--- src/rtl/kamacore_lsu.sv ---
// kamacore_lsu: load/store unit between the execute stage and a word-wide,
// asynchronous-read data memory. It performs one access per request. Sub-word
// stores are done as read-modify-write. Every request ends with a one-cycle
// response strobe.
// Optional feature: define KAMACORE_LSU_MISALIGN_FAULT_EN to make misaligned
// H/HU/W accesses fault. When it is undefined, the offending low address bits
// are dropped and the access proceeds normally.

package kamacore_pkg;
    localparam int CPU_WIDTH  = 32;
    localparam int ADDR_WIDTH = 10;
endpackage

module kamacore_lsu
    import kamacore_pkg::*;
#(
    parameter int MEM_ADDR_WIDTH = ADDR_WIDTH
) (
    input  logic                      clk,
    input  logic                      rst_n,
    input  logic                      req_valid,
    output logic                      req_ready,
    input  logic                      req_we,
    input  logic [2:0]                req_funct3,
    input  logic [CPU_WIDTH-1:0]      req_addr,
    input  logic [CPU_WIDTH-1:0]      req_wdata,
    output logic                      rsp_valid,
    output logic [CPU_WIDTH-1:0]      rsp_rdata,
    output logic                      rsp_fault,
    output logic                      mem_we,
    output logic [MEM_ADDR_WIDTH-1:0] mem_a,
    output logic [CPU_WIDTH-1:0]      mem_di,
    input  logic [CPU_WIDTH-1:0]      mem_spo
);

    typedef enum logic [2:0] {
        ST_IDLE,
        ST_LOAD,
        ST_MERGE,
        ST_WRITE,
        ST_RESP
    } state_t;

    state_t                    state_q, state_d;
    logic                      we_q, we_d;
    logic [2:0]                funct3_q, funct3_d;
    logic [1:0]                off_q, off_d;
    logic [MEM_ADDR_WIDTH-1:0] addr_q, addr_d;
    logic [CPU_WIDTH-1:0]      data_q, data_d;
    logic [CPU_WIDTH-1:0]      rdata_q, rdata_d;
    logic                      fault_q, fault_d;

    logic                      req_fault;
    logic [7:0]                lane_b;
    logic [15:0]               lane_h;
    logic [CPU_WIDTH-1:0]      load_val;
    logic [CPU_WIDTH-1:0]      merge_val;
    logic                      unused_addr_bits;

    // The address wraps modulo the memory size, so the upper byte-address bits
    // are deliberately dropped.
    assign unused_addr_bits = ^req_addr[CPU_WIDTH-1:MEM_ADDR_WIDTH+2];

    // Decide at handshake time whether the request faults without touching memory
    always_comb begin
        req_fault = (req_funct3 == 3'b011) || (req_funct3[2:1] == 2'b11) ||
                    (req_we && req_funct3[2]);
`ifdef KAMACORE_LSU_MISALIGN_FAULT_EN
        if ((req_funct3[1:0] == 2'b01) && req_addr[0]) begin
            req_fault = 1'b1;
        end
        if ((req_funct3 == 3'b010) && (req_addr[1:0] != 2'b00)) begin
            req_fault = 1'b1;
        end
`endif
    end

    // Lane extraction for loads and lane replacement for sub-word stores (little-endian)
    always_comb begin
        lane_b    = mem_spo[{off_q, 3'b000} +: 8];
        lane_h    = mem_spo[{off_q[1], 4'b0000} +: 16];
        load_val  = mem_spo;
        merge_val = mem_spo;
        case (funct3_q)
            3'b000:  load_val = {{(CPU_WIDTH-8){lane_b[7]}}, lane_b};
            3'b100:  load_val = {{(CPU_WIDTH-8){1'b0}}, lane_b};
            3'b001:  load_val = {{(CPU_WIDTH-16){lane_h[15]}}, lane_h};
            3'b101:  load_val = {{(CPU_WIDTH-16){1'b0}}, lane_h};
            default: load_val = mem_spo;
        endcase
        if (funct3_q[1:0] == 2'b00) begin
            merge_val[{off_q, 3'b000} +: 8] = data_q[7:0];
        end else begin
            merge_val[{off_q[1], 4'b0000} +: 16] = data_q[15:0];
        end
    end

    // Next-state and next-register computation for the access sequencer
    always_comb begin
        state_d  = state_q;
        we_d     = we_q;
        funct3_d = funct3_q;
        off_d    = off_q;
        addr_d   = addr_q;
        data_d   = data_q;
        rdata_d  = rdata_q;
        fault_d  = fault_q;
        case (state_q)
            ST_IDLE: begin
                if (req_valid) begin
                    we_d     = req_we;
                    funct3_d = req_funct3;
                    off_d    = req_addr[1:0];
                    addr_d   = req_addr[MEM_ADDR_WIDTH+1:2];
                    data_d   = req_wdata;
                    if (req_fault) begin
                        // Response fields only change on entry to RESP, so they hold in between.
                        rdata_d = '0;
                        fault_d = 1'b1;
                        state_d = ST_RESP;
                    end else if (!req_we) begin
                        state_d = ST_LOAD;
                    end else if (req_funct3 == 3'b010) begin
                        state_d = ST_WRITE;
                    end else begin
                        state_d = ST_MERGE;
                    end
                end
            end
            ST_LOAD: begin
                rdata_d = load_val;
                fault_d = 1'b0;
                state_d = ST_RESP;
            end
            ST_MERGE: begin
                data_d  = merge_val;
                state_d = ST_WRITE;
            end
            ST_WRITE: begin
                rdata_d = '0;
                fault_d = 1'b0;
                state_d = ST_RESP;
            end
            ST_RESP: begin
                state_d = ST_IDLE;
            end
            default: begin
                state_d = ST_IDLE;
            end
        endcase
    end

    // State and datapath registers; an async reset abandons any access in flight
    always_ff @(posedge clk or negedge rst_n) begin
        if (!rst_n) begin
            state_q  <= ST_IDLE;
            we_q     <= 1'b0;
            funct3_q <= 3'b000;
            off_q    <= 2'b00;
            addr_q   <= '0;
            data_q   <= '0;
            rdata_q  <= '0;
            fault_q  <= 1'b0;
        end else begin
            state_q  <= state_d;
            we_q     <= we_d;
            funct3_q <= funct3_d;
            off_q    <= off_d;
            addr_q   <= addr_d;
            data_q   <= data_d;
            rdata_q  <= rdata_d;
            fault_q  <= fault_d;
        end
    end

    assign req_ready = (state_q == ST_IDLE);
    assign rsp_valid = (state_q == ST_RESP);
    assign mem_we    = (state_q == ST_WRITE);
    assign mem_a     = addr_q;
    assign mem_di    = data_q;
    assign rsp_rdata = rdata_q;
    assign rsp_fault = fault_q;

endmodule

--- config.mk ---
export PLATFORM = sky130hd
export DESIGN_NAME = kamacore_lsu
export DESIGN_NICKNAME = d
export VERILOG_FILES = /design/src/rtl/kamacore_lsu.sv
export SDC_FILE = /design/constraint.sdc
export NUM_CORES = 1
export LEC_CHECK = 0
export ABC_CLOCK_PERIOD_IN_PS = 2370
export CORE_ASPECT_RATIO = 0.8
export CORE_MARGIN = 8
export CORE_UTILIZATION = 33
export DETAILED_ROUTE_END_ITERATION = 10
export GPL_TIMING_DRIVEN = 0
export HOLD_SLACK_MARGIN = 0.02
export PLACE_DENSITY = 0.66
export SLEW_MARGIN = 5
export SYNTH_ARGS = -nofsm -noshare
export SYNTH_HDL_FRONTEND = slang
export SYNTH_SLANG_ARGS = --single-unit
--- constraint.sdc ---
create_clock -name clk -period 2.37 [get_ports clk]
set_input_delay 0.474 -clock clk [delete_from_list [all_inputs] [get_ports clk]]
set_output_delay 0.474 -clock clk [all_outputs]
set_load 0.01 [all_outputs]
=== Word-level counts from Yosys, hierarchy flattened ===
Index checks and enable logic that the tools add are counted.

* Bits in registers: 83
* Word-level logic and storage cells: 58
* Output and inout port bits: 78
* Input bits: 103

* Shifts and indexed selects: 6
* Eq/ne operators: 12
* Mux-type cells: 17
* Add/subtract/negate cells: 2
* Reduce and logical (&&, ||, !) cells: 14

{| class="wikitable"
|+ Operators by type and width
! operator !! number
|-
| two-way mux 32 bit || 4
|-
| one-hot mux 32 bit (4 select lines) || 1
|-
| one-hot mux 32 bit (3 select lines) || 1
|-
| bitwise mux 32 bit || 2
|-
| one-hot mux 32 bit (2 select lines) || 1
|-
| variable shift 16 x 7 -> 32 bit, first input constant || 1
|-
| variable shift 8 x 7 -> 32 bit, first input constant || 1
|-
| indexed part select 16 x 7 -> 32 bit || 1
|-
| indexed part select 32 x 6 -> 16 bit || 1
|-
| indexed part select 32 x 6 -> 8 bit || 1
|-
| indexed part select 8 x 7 -> 32 bit || 1
|-
| negator 5 -> 7 bit || 2
|-
| == test 3 x 2 -> 1 bit, second input constant || 4
|-
| == test 3 bit, second input constant || 3
|-
| one-hot mux 3 bit (3 select lines) || 1
|-
| == test 3 x 1 -> 1 bit, second input constant || 2
|-
| logical NOT 3 bit || 2
|-
| two-way mux 3 bit || 2
|-
| AND reduction 3 bit || 2
|-
| AND reduction 2 bit || 2
|-
| nonzero test 2 bit || 2
|-
| two-way mux 1 bit || 3
|-
| nonzero test 3 bit || 1
|-
| == test 2 bit, second input constant || 1
|-
| 8 further kinds || 9
|}

=== Logic depth before layout (Yosys ltp) ===
* Word-level depth: 6
* Depth in mapped cells: 9
* Mapped depth without buffers: 6

=== Worst setup path after synthesis ===
OpenSTA, ideal clock, no wires.

* Path kind: register to register
* Start point: register off_q[1]
* End point: register data_q[16] (netlist: mem_di[16])
* Period minus slack after synthesis: 2220 ps
* Arrival: 2090 ps
* Cell stages (with the launch flop): 9
* Data required time: 2240 ps
* Setup time: 130 ps
* Path slack: 150 ps
* Path buffers: 2
* Cell sequence: dfrtp_1 > buf_2 > buf_2 > inv_1 > ha_1 > and4bb_2 > mux2_2 > a221oi_1 > a21oi_1

* Cells in the longest elaborated chain, start to end: 5
* Elaborated cells on any way between the ends: 10
* Classes of those cells: add/sub (2); shift (4); mux (4)

{| class="wikitable"
|+ RTL lines
! element !! RTL line !! text
|-
| start, declared || 47 || <nowiki>logic [1:0] off_q, off_d;</nowiki>
|-
| start signal, assigned || 159 || <nowiki>off_q <= 2'b00;</nowiki>
|-
| start signal, assigned || 168 || <nowiki>off_q <= off_d;</nowiki>
|-
| negator 5 -> 7 bit (on tied branches) || 94, 92 ||
|-
| indexed part select 16 x 7 -> 32 bit (tied with other cells) || 94 || <nowiki>merge_val[{off_q[1], 4'b0000} +: 16] = data_q[15:0];</nowiki>
|-
| bitwise mux 32 bit (on tied branches) || 94, 92 ||
|-
| two-way mux 32 bit * || 91 || <nowiki>if (funct3_q[1:0] == 2'b00) begin</nowiki>
|-
| one-hot mux 32 bit (2 select lines) * || 108 || <nowiki>case (state_q)</nowiki>
|-
| end signal, assigned || 170 || <nowiki>data_q <= data_d;</nowiki>
|-
| end, declared || 49 || <nowiki>logic [CPU_WIDTH-1:0] data_q, data_d;</nowiki>
|}

Mark *: on every way between the ends. The rest lies on a longest branch, timed or not.
A chain may end at the register's enable or synchronous reset.

=== Final worst setup path ===
Same ends and word-level chain as after synthesis.

==> impl_metrics.toml <==
[placement]
pre_cts_ws_ns = -0.226
place_area_um2 = 6440
io_buffers = 160
dp_hpwl_mm = 14.3
gp_congestion = 0.886
dp.cells = 771

[setup_path]
crit_arrival_ns = 2.49
crit_path_end_kind = "flop"
path_max_fanout = 10
start_kind = "flop"
critPathKind = "flop to flop"
required_ns = 2.59

[pwr]
seqPwrFrac = 0.296
p_total_mw = 8.73
switchingPower_mw = 3.40
p_per_area_nw_per_um2 = 1280
ir_drop_v = 0.000510
p_leak_nw = 2.76
comb_power_share = 0.536
switching_share = 0.389
p_int_mw = 5.33
pwr-share-clk = 0.168

[job]
max_cap_violations = 0

[clock_network]
root_buffer = "clkbuf_16"
cts_tree = "yes"
cts_hold_buf = 0
numCtsBuffers = 9
insertion_delay_ns = 0.34
path_clk_slew_ns = 0.06
cts_max_level = 3
clock-sinks = 83
clock_path_buffers = 2

[logic_synthesis]
post_synth_num_cell_types = 57
synth_seq_cells = 83
ys_warn_count = 0
syn_area_um2 = 4590
syn_nets = 538
async_reset_ff_frac = 1.00
synth-edff-count = 0
synthCells = 430
synth_top_flop_cell = "dfrtp_1"
ys_seq_area_frac = 0.453
syn_area_per_cell_um2 = 10.7

[floorplanning]
die_w_um = 148
ioPinCount = 181
num_rows = 38
die_y_um = 121
dieArea_um2 = 18000
core_area_um2 = 13600
start_util = 0.338

[timing]
rsz0062_at_grt = "false"
slew_headroom = 0.234
slew_viol_final = 0
post-route-min-period_ns = 2.27
setup_ws_ns = 0.103
worstMarginPinSlew_ns = 1.14
setup_violations = 0
finalSetupTns_ns = 0
final_hold_viol_count = 0
finClkSkew_ns = 0.00686
finalCritPeriodShare = 0.956
clock.fmax_mhz = 441

[global_route]
antenna_found_initial = 0
grt_util_all_layers = 0.198
grt-ovfl-total = 0
grt_max_degree = 45
grt_pass1_wl_mm = 27.6
grt_pass1_vias = 4702

[hold_path]
hp-class = "primary input to async pin"

[drt]
dr.pass1.iters = 5
wl_mm = 17.6
vias = 4388
routedWlPerCell_um = 22.3
drt-initial-drc-count = 337
vias_per_cell = 5.56
ant_nets = 0
drc_errors = 0

[final_layout]
final_cell_count_no_fill = 789
final_common_cell = "clkdlybuf4s50_1"
final_nets = 714
final_area_um2 = 6810
drive_gt1_frac = 0.128
n_antenna_cell = 0
final_cell_mix = "159 x clkdlybuf4s50_1, 83 x dfrtp_1, 26 x a21oi_1"
area_delta_synth_final_pct = 48.3

[outcome]
status = "finished clean"
==> layout make-up <==
cell class | count | area [um2]
plain buffers | 37 | 220
clock buffers | 9 | 225
clock inverters | 5 | 80.1
fillers | 1273 | 6790
inverters | 16 | 63.8
multi-input cells | 294 | 2260
flip-flops and latches | 83 | 2080
well taps | 180 | 225
repair buffers | 165 | 1660
==> power by group through the flow <==
stage	Sequential (mW)	Combinational, mW	Clock, mW
floorplan	2.69	2.29	0
global placement	2.57	4.54	0
detailed placement	2.59	4.59	0
CTS	2.58	4.64	1.49
global route	2.66	5.06	1.56
finish	2.58	4.68	1.47
==> Yosys cell counts, drive strengths merged (3+ instances only) <==
| master | n | share of area |
|---|---|---|
| nand2 | 22 | 0.018 |
| nand2b | 9 | 0.012 |
| a221oi | 11 | 0.021 |
| o2bb2ai | 7 | 0.013 |
| ha | 5 | 0.014 |
| inv | 16 | 0.013 |
| o221ai | 6 | 0.013 |
| o31ai | 6 | 0.0098 |
| buf | 30 | 0.039 |
| clkbuf | 7 | 0.0057 |
| a22oi | 12 | 0.020 |
| a221o | 17 | 0.037 |
| and2 | 4 | 0.0055 |
| a22o | 23 | 0.044 |
| mux2i | 21 | 0.046 |
| o21ai | 24 | 0.026 |
| nor2 | 14 | 0.012 |
| a21oi | 26 | 0.028 |
| nor3b | 3 | 0.0060 |
| dfrtp | 83 | 0.45 |
| nor2b | 4 | 0.0055 |
| mux2 | 22 | 0.054 |
| o22ai | 9 | 0.012 |
| nor3 | 17 | 0.020 |
| a32o | 6 | 0.013 |
==> state kept, by name, summed over array words and instances (netlist names) <==
register	flops
mem_a	10
mem_di	32
rsp_rdata	32
rsp_fault	1
state_q	3
funct3_q	3
off_q	2
==> layer usage <==
| metal | GRT usage | vias up | share of wire |
|---|---|---|---|
| li1 | - | 1998 | - |
| met1 | 0.268 | 2162 | 0.46 |
| met3 | 0.0574 | 20 | 0.089 |
| met4 | 0.0496 | 0 | 0.016 |
| met2 | 0.305 | 208 | 0.44 |
| met5 | 0 | - | 0 |
==> per-stage QoR <==
stage          utilization  hold WS [ns]
3_5_place_dp         0.474         0.474
5_1_grt              0.500         0.147
3_3_place_gp         0.472         0.466
2_1_floorplan            -         0.178
4_1_cts              0.497         0.126
6_report             0.500         0.108
==> logic make-up (layout without fill, tap and decap cells) <==
| group | Yosys count | after routing | share of synthesized area |
|---|---|---|---|
| compound gates | 161 | 161 | 0.267 |
| simple gates | 83 | 83 | 0.0995 |
| flops | 83 | 83 | 0.453 |
| mux | 45 | 45 | 0.110 |
| buf+inv | 53 | 232 | 0.0581 |
| fa+ha+maj | 5 | 5 | 0.0136 |
==> final timing paths <==
| path | from | to | slack [ns] | depth (start not counted) |
|---|---|---|---|---|
| max in group asynchronous | rst_n | mem_di[3] | 1.65 | 2 |
| setup / recovery | off_q[1] | mem_di[16] | 0.10 | 8 |
| setup reg to reg | off_q[1] | mem_di[16] | 0.10 | 8 |
| hold / removal | rst_n | rsp_rdata[16] | 0.11 | 1 |
| min in group clk | rsp_rdata[10] | rsp_rdata[10] | 0.49 | 1 |
| hold reg to reg | rsp_rdata[10] | rsp_rdata[10] | 0.49 | 1 |
==> what timing repair did <==
item	4_1_cts	5_1_grt
gates resized for setup	6	3
pin swaps	0	4
buffers inserted	0	4
endpoints found under the setup margin	27	17
==> critical path: stages (launching register included) <==
cell	delay, ns
dfrtp_1	0.39
buf_6	0.16
buf_6	0.18
clkinvlp_4	0.15
ha_2	0.30
and4bb_2	0.29
mux2_2	0.32
a221oi_1	0.30
a21oi_1	0.07
No activity file was read; power rests on OpenSTA's default activity.
